===== src/rtl/pipe_ctrl_pkg.sv =====
// Shared pipeline-control definitions: hazard/bubble FSM states, the zero bubble
// and the control-bundle field layout used by the control unit and ID/EX register.
package pipe_ctrl_pkg;

   typedef enum logic [1:0] {
      RUN   = 2'd0,
      STALL = 2'd1,
      FLUSH = 2'd2
   } hb_state_t;

   localparam int CTRL_W_DEF = 8;
   localparam logic [CTRL_W_DEF-1:0] CTRL_BUBBLE = 8'h00;

   // Bit positions inside the packed control bundle
   localparam int CF_BRANCH    = 7;
   localparam int CF_MEMREAD   = 6;
   localparam int CF_MEMTOREG  = 5;
   localparam int CF_ALUOP_MSB = 4;
   localparam int CF_ALUOP_LSB = 3;
   localparam int CF_MEMWRITE  = 2;
   localparam int CF_ALUSRC    = 1;
   localparam int CF_REGWRITE  = 0;

endpackage


===== src/rtl/hazard_bubble_ctrl_sat_counter.sv =====
// Saturating up-counter with synchronous clear; holds at all-ones.
module sat_counter #(
   parameter int W = 16
) (
   input  logic         clk,
   input  logic         inc,
   input  logic         clr,
   output logic [W-1:0] count
);

   logic [W-1:0] cnt_r;

   // count register: clear wins, then saturating increment
   always_ff @(posedge clk) begin
      if (clr) begin
         cnt_r <= {W{1'b0}};
      end else if (inc && (cnt_r != {W{1'b1}})) begin
         cnt_r <= cnt_r + {{(W-1){1'b0}}, 1'b1};
      end else begin
         cnt_r <= cnt_r;
      end
   end

   assign count = cnt_r;

endmodule


===== src/rtl/hazard_bubble_ctrl.sv =====
// ID/EX control stage: load-use stall and branch-flush sequencing, replacing the
// control bundle with a zero bubble and counting the bubbles injected.
module hazard_bubble_ctrl
   import pipe_ctrl_pkg::*;
#(
   parameter int CTRL_W       = 8,
   parameter int REG_AW       = 5,
   parameter int LOAD_STALL   = 1,
   parameter int FLUSH_CYCLES = 1
) (
   input  logic              clk,
   input  logic              rst_n,
   input  logic [CTRL_W-1:0] ctrl_in,
   input  logic [REG_AW-1:0] id_rs1,
   input  logic [REG_AW-1:0] id_rs2,
   input  logic              id_rs1_used,
   input  logic              id_rs2_used,
   input  logic [REG_AW-1:0] ex_rd,
   input  logic              ex_memread,
   input  logic              branch_taken,
   output logic [CTRL_W-1:0] ctrl_out,
   output logic              pc_write,
   output logic              ifid_write,
   output logic              ifid_flush,
   output logic [15:0]       bubble_cnt
);

   // rem holds "extra cycles after this one", hence the -2 on entry
   localparam logic [3:0] STALL_REM = (LOAD_STALL > 1)   ? 4'(LOAD_STALL - 2)   : 4'd0;
   localparam logic [3:0] FLUSH_REM = (FLUSH_CYCLES > 1) ? 4'(FLUSH_CYCLES - 2) : 4'd0;

   hb_state_t         state_r;
   logic [3:0]        rem_r;
   logic [CTRL_W-1:0] ctrl_r;
   logic              haz_s;
   logic              bubble_s;

   assign haz_s = ex_memread && (ex_rd != {REG_AW{1'b0}}) &&
                  ((id_rs1_used && (id_rs1 == ex_rd)) ||
                   (id_rs2_used && (id_rs2 == ex_rd)));

   // same-cycle enables and bubble select; branch overrides any state
   always_comb begin
      pc_write   = 1'b0;
      ifid_write = 1'b0;
      ifid_flush = 1'b0;
      bubble_s   = 1'b0;
      if (!rst_n) begin
         bubble_s = 1'b0;
      end else if (branch_taken) begin
         pc_write   = 1'b1;
         ifid_write = 1'b1;
         ifid_flush = 1'b1;
         bubble_s   = 1'b1;
      end else begin
         case (state_r)
            RUN: begin
               if (haz_s) begin
                  bubble_s = 1'b1;
               end else begin
                  pc_write   = 1'b1;
                  ifid_write = 1'b1;
               end
            end
            STALL: bubble_s = 1'b1;
            FLUSH: begin
               pc_write   = 1'b1;
               ifid_write = 1'b1;
               ifid_flush = 1'b1;
               bubble_s   = 1'b1;
            end
            default: bubble_s = 1'b1;
         endcase
      end
   end

   // state, remaining-cycle counter and ID/EX control register
   always_ff @(posedge clk) begin
      if (!rst_n) begin
         state_r <= RUN;
         rem_r   <= 4'd0;
         ctrl_r  <= CTRL_W'(CTRL_BUBBLE);
      end else begin
         ctrl_r <= bubble_s ? CTRL_W'(CTRL_BUBBLE) : ctrl_in;
         if (branch_taken) begin
            state_r <= (FLUSH_CYCLES > 1) ? FLUSH : RUN;
            rem_r   <= FLUSH_REM;
         end else begin
            case (state_r)
               RUN: begin
                  if (haz_s && (LOAD_STALL > 1)) begin
                     state_r <= STALL;
                     rem_r   <= STALL_REM;
                  end else begin
                     state_r <= RUN;
                     rem_r   <= 4'd0;
                  end
               end
               STALL, FLUSH: begin
                  if (rem_r == 4'd0) begin
                     state_r <= RUN;
                  end else begin
                     rem_r <= rem_r - 4'd1;
                  end
               end
               default: begin
                  state_r <= RUN;
                  rem_r   <= 4'd0;
               end
            endcase
         end
      end
   end

   assign ctrl_out = ctrl_r;

   sat_counter #(.W(16)) u_cnt (
      .clk   (clk),
      .inc   (bubble_s),
      .clr   (!rst_n),
      .count (bubble_cnt)
   );

endmodule


===== config.mk =====
export PLATFORM = sky130hd
export DESIGN_NAME = hazard_bubble_ctrl
export DESIGN_NICKNAME = d
export VERILOG_FILES = /design/src/rtl/pipe_ctrl_pkg.sv /design/src/rtl/hazard_bubble_ctrl_sat_counter.sv /design/src/rtl/hazard_bubble_ctrl.sv
export SDC_FILE = /design/constraint.sdc
export NUM_CORES = 1
export LEC_CHECK = 0
export BUFFER_PORTS_ARGS = -buffer_cell sky130_fd_sc_hd__buf_2
export CAP_MARGIN = 0
export CORE_ASPECT_RATIO = 0.6
export CORE_MARGIN = 3
export CORE_UTILIZATION = 42
export DETAILED_ROUTE_END_ITERATION = 8
export PLACE_DENSITY_LB_ADDON = 0.05
export SETUP_SLACK_MARGIN = 0.4
export SYNTH_ARGS = -nofsm -noshare
export SYNTH_HDL_FRONTEND = slang
export SYNTH_SLANG_ARGS = --single-unit

===== constraint.sdc =====
create_clock -name clk -period 2.9 [get_ports clk]
set_clock_uncertainty 0.1 [all_clocks]
set_input_delay 0.29 -clock clk [delete_from_list [all_inputs] [get_ports clk]]
set_output_delay 0.29 -clock clk [all_outputs]
set_load 0.005 [all_outputs]

==> results.py <==
metrics = {
    "clocking": {
        "cts_tree": "yes",
        "cts_resized": 0,
        "clock_latency_ps": 260,
        "h-tree-depth": 1,
        "clk_pin_slew_ps": 80,
        "cts_hold_buf": 0,
        "clock-sinks": 24,
        "cts_made_buffers": 3,
        "cts_setup_buffers": 0,
        "clk_path_buf_depth": 2,
        "cts_root_buffer": "clkbuf_8",
    },
    "final_layout": {
        "utilization_pct": 57.7,
        "final_common_cell": "buf_2",
        "n_antenna_cell": 0,
        "layout-drive-gt1-share_pct": 34.1,
        "syn_to_final_growth_pct": 25.6,
        "layout_common_cells": "55 x buf_2, 24 x dfxtp_1, 12 x or4_1, 11 x nand2_1",
        "final_net_count": 214,
    },
    "critical_path": {
        "critPathBufInv": 0,
        "crit_path_start_kind": "flip-flop",
        "cp_slowest_cell": "or4_1",
        "crit_required_ps": 3000,
        "endpoint_kind": "flip-flop",
        "max_stage_delay_ps": 550,
        "path_max_fanout": 26,
        "path_cells": "ha_1 -> and2_1 -> nand4_1 -> o22a_4 -> nand2_4 -> or4_1 -> a21oi_1",
        "crit_family": "simple AND/OR/NAND/NOR gates",
        "worstSetupPathType": "flip-flop to flip-flop",
        "cp.arrival_ps": 2350,
    },
    "logic_synthesis": {
        "yosys_register_bits": 24,
        "avgSynthCellArea_um2": 9.29,
        "netlist_instances": 129,
        "synth_area_leaders": "dfxtp_1 40%, or4_1 7.5%, xnor2_1 7.3%, and3_1 4.7%, o31ai_1 4.4%",
        "yosys.area.top_type": "dfxtp_1",
        "synth_top_area_share_pct": 40.1,
        "yosysUniqueCellTypes": 32,
        "syn-num-nets": 159,
        "yosysWarnings": 0,
        "syn_area_um2": 1200,
        "seq_area_frac_synth_pct": 40.1,
    },
    "timing": {
        "finalCriticalPeriod_ps": 2250,
        "finalSetupViolations": 0,
        "slew_headroom_pct": 57.6,
        "fmax_mhz": 444,
        "period_share_pct": 77.7,
        "tightest_slew_ps": 637,
        "setup_ws_ps": 646,
        "holdWs_ps": 152,
        "hold_viol_final": 0,
        "maxSlewViolCount": 0,
        "rsz0062_at_grt": "false",
        "fin_tns_setup_ps": 0,
    },
    "hold_path": {
        "hold_path_class": "primary input to flip-flop",
    },
    "grt": {
        "grtUsageMet3_pct": 4.27,
        "grt_usage_pct": 17.5,
        "antenna_found_initial": 0,
        "grt_pass1_vias": 1002,
        "met1_usage_pct": 23.6,
        "grt_pass1_wl_mm": 4.71,
        "grt_overflow": 0,
        "busiest_layer": "met2",
        "grt_max_degree": 27,
        "met2_usage_pct": 28.9,
    },
    "die": {
        "pin_count": 56,
        "core-area_um2": 2610,
        "num_rows": 14,
        "fp.dieH_um": 47.4,
        "die-area_um2": 3550,
        "start_util_pct": 45.9,
        "dieWidth_um": 75.0,
    },
    "routing": {
        "ant_nets": 0,
        "viasPerCell": 5.56,
        "drt_iter0_markers": 44,
        "wire_per_inst_um": 15.1,
        "wl_mm": 3.22,
        "drt-pass1-iter-count": 4,
        "post-route-drc-count": 0,
        "num_vias": 1190,
    },
    "place": {
        "dpl_worst_slack_ps": 660,
        "finalWeightedCongestion": 0.728,
        "port_buffers": 55,
        "dp_hpwl_mm": 2.35,
    },
    "pwr": {
        "cellLeakagePower_uw": 0.000673,
        "irDropWorstVdd_mv": 0.273,
        "p_total_uw": 626,
        "p_per_area_nw_per_um2": 416,
    },
    "status": {
        "status": "finished clean",
    },
    "job": {
        "drv_cap": 0,
    },
}
[power breakdown]
part | internal, µW | leakage, µW | switching, µW
clock network | 92.9 | 0.0000216 | 103
registers | 337 | 0.000195 | 5.68
logic | 41.0 | 0.000456 | 46.8
total | 471 | 0.000673 | 155
[final timing paths]
kind                                from                      endpoint  depth (start not counted)  slack, ps
max          u_cnt.count[0]$_SDFFE_PN0P_  u_cnt.count[15]$_SDFFE_PN0P_                          7        650
min                           ctrl_in[5]        ctrl_out[5]$_SDFF_PP0_                          2        150
max reg2reg  u_cnt.count[0]$_SDFFE_PN0P_  u_cnt.count[15]$_SDFFE_PN0P_                          7        650
min reg2reg  u_cnt.count[4]$_SDFFE_PN0P_   u_cnt.count[4]$_SDFFE_PN0P_                          2        410
[synthesized netlist by cell type]
| cell type | number |
|---|---|
| xor2_1 | 2 |
| ha_1 | 1 |
| nand4_1 | 7 |
| or3_1 | 1 |
| o21a_1 | 1 |
| o311a_1 | 1 |
| o21ai_1 | 1 |
| o221ai_2 | 1 |
| or4_1 | 12 |
| nand2_4 | 1 |
| o31ai_2 | 1 |
| buf_8 | 1 |
| nor2_1 | 4 |
| nand2_1 | 11 |
| o22ai_1 | 1 |
| buf_12 | 1 |
| o211ai_1 | 3 |
| o21bai_1 | 1 |
| and2_1 | 3 |
| o22a_4 | 1 |
| a21oi_1 | 10 |
| dfxtp_1 | 24 |
| clkbuf_1 | 2 |
| xnor2_1 | 10 |
| mux2i_1 | 1 |
| a31oi_1 | 1 |
| inv_1 | 3 |
| buf_4 | 1 |
| and4_1 | 1 |
| nand3_1 | 5 |
| o31ai_1 | 7 |
| and3_1 | 9 |
[area by class of cell]
| class | count | area, µm² |
|---|---|---|
| fillers | 236 | 1100 |
| multi-input cells | 97 | 657 |
| flip-flops and latches | 24 | 480 |
| repair buffers | 55 | 275 |
| clock buffers | 3 | 41.3 |
| well taps | 32 | 40.0 |
| inverters | 3 | 11.3 |
[kinds of logic after synthesis]
kind of cell / synth area share, %
flip-flops: 40.1
AND/OR/NAND/NOR: 26.4
multiplexers: 0.835
XOR/XNOR: 8.77
adder cells (fa/ha/maj): 1.04
buffers and inverters: 5.11
AO/OA/AOI/OAI: 17.7
[flip-flops by register name, indices dropped and copies added, names as in the netlist]
signal       cells
u_cnt.count     16
ctrl_out         8
[routing by layer]
layer | wire length [µm] | up-vias | share of wire [%]
li1 | - | 592 | -
met1 | 1550 | 547 | 48
met2 | 1370 | 49 | 43
met3 | 284 | 2 | 8.8
met4 | 16 | 0 | 0.50
met5 | 0 | - | 0
[metrics by stage]
step                      cells  cell area, µm²
after global placement      211            1460
after CTS                   214            1510
after global routing        214            1510
final                       214            1510
after floorplan             129            1200
after detailed placement    211            1460
(Power assumes the default switching activity.)
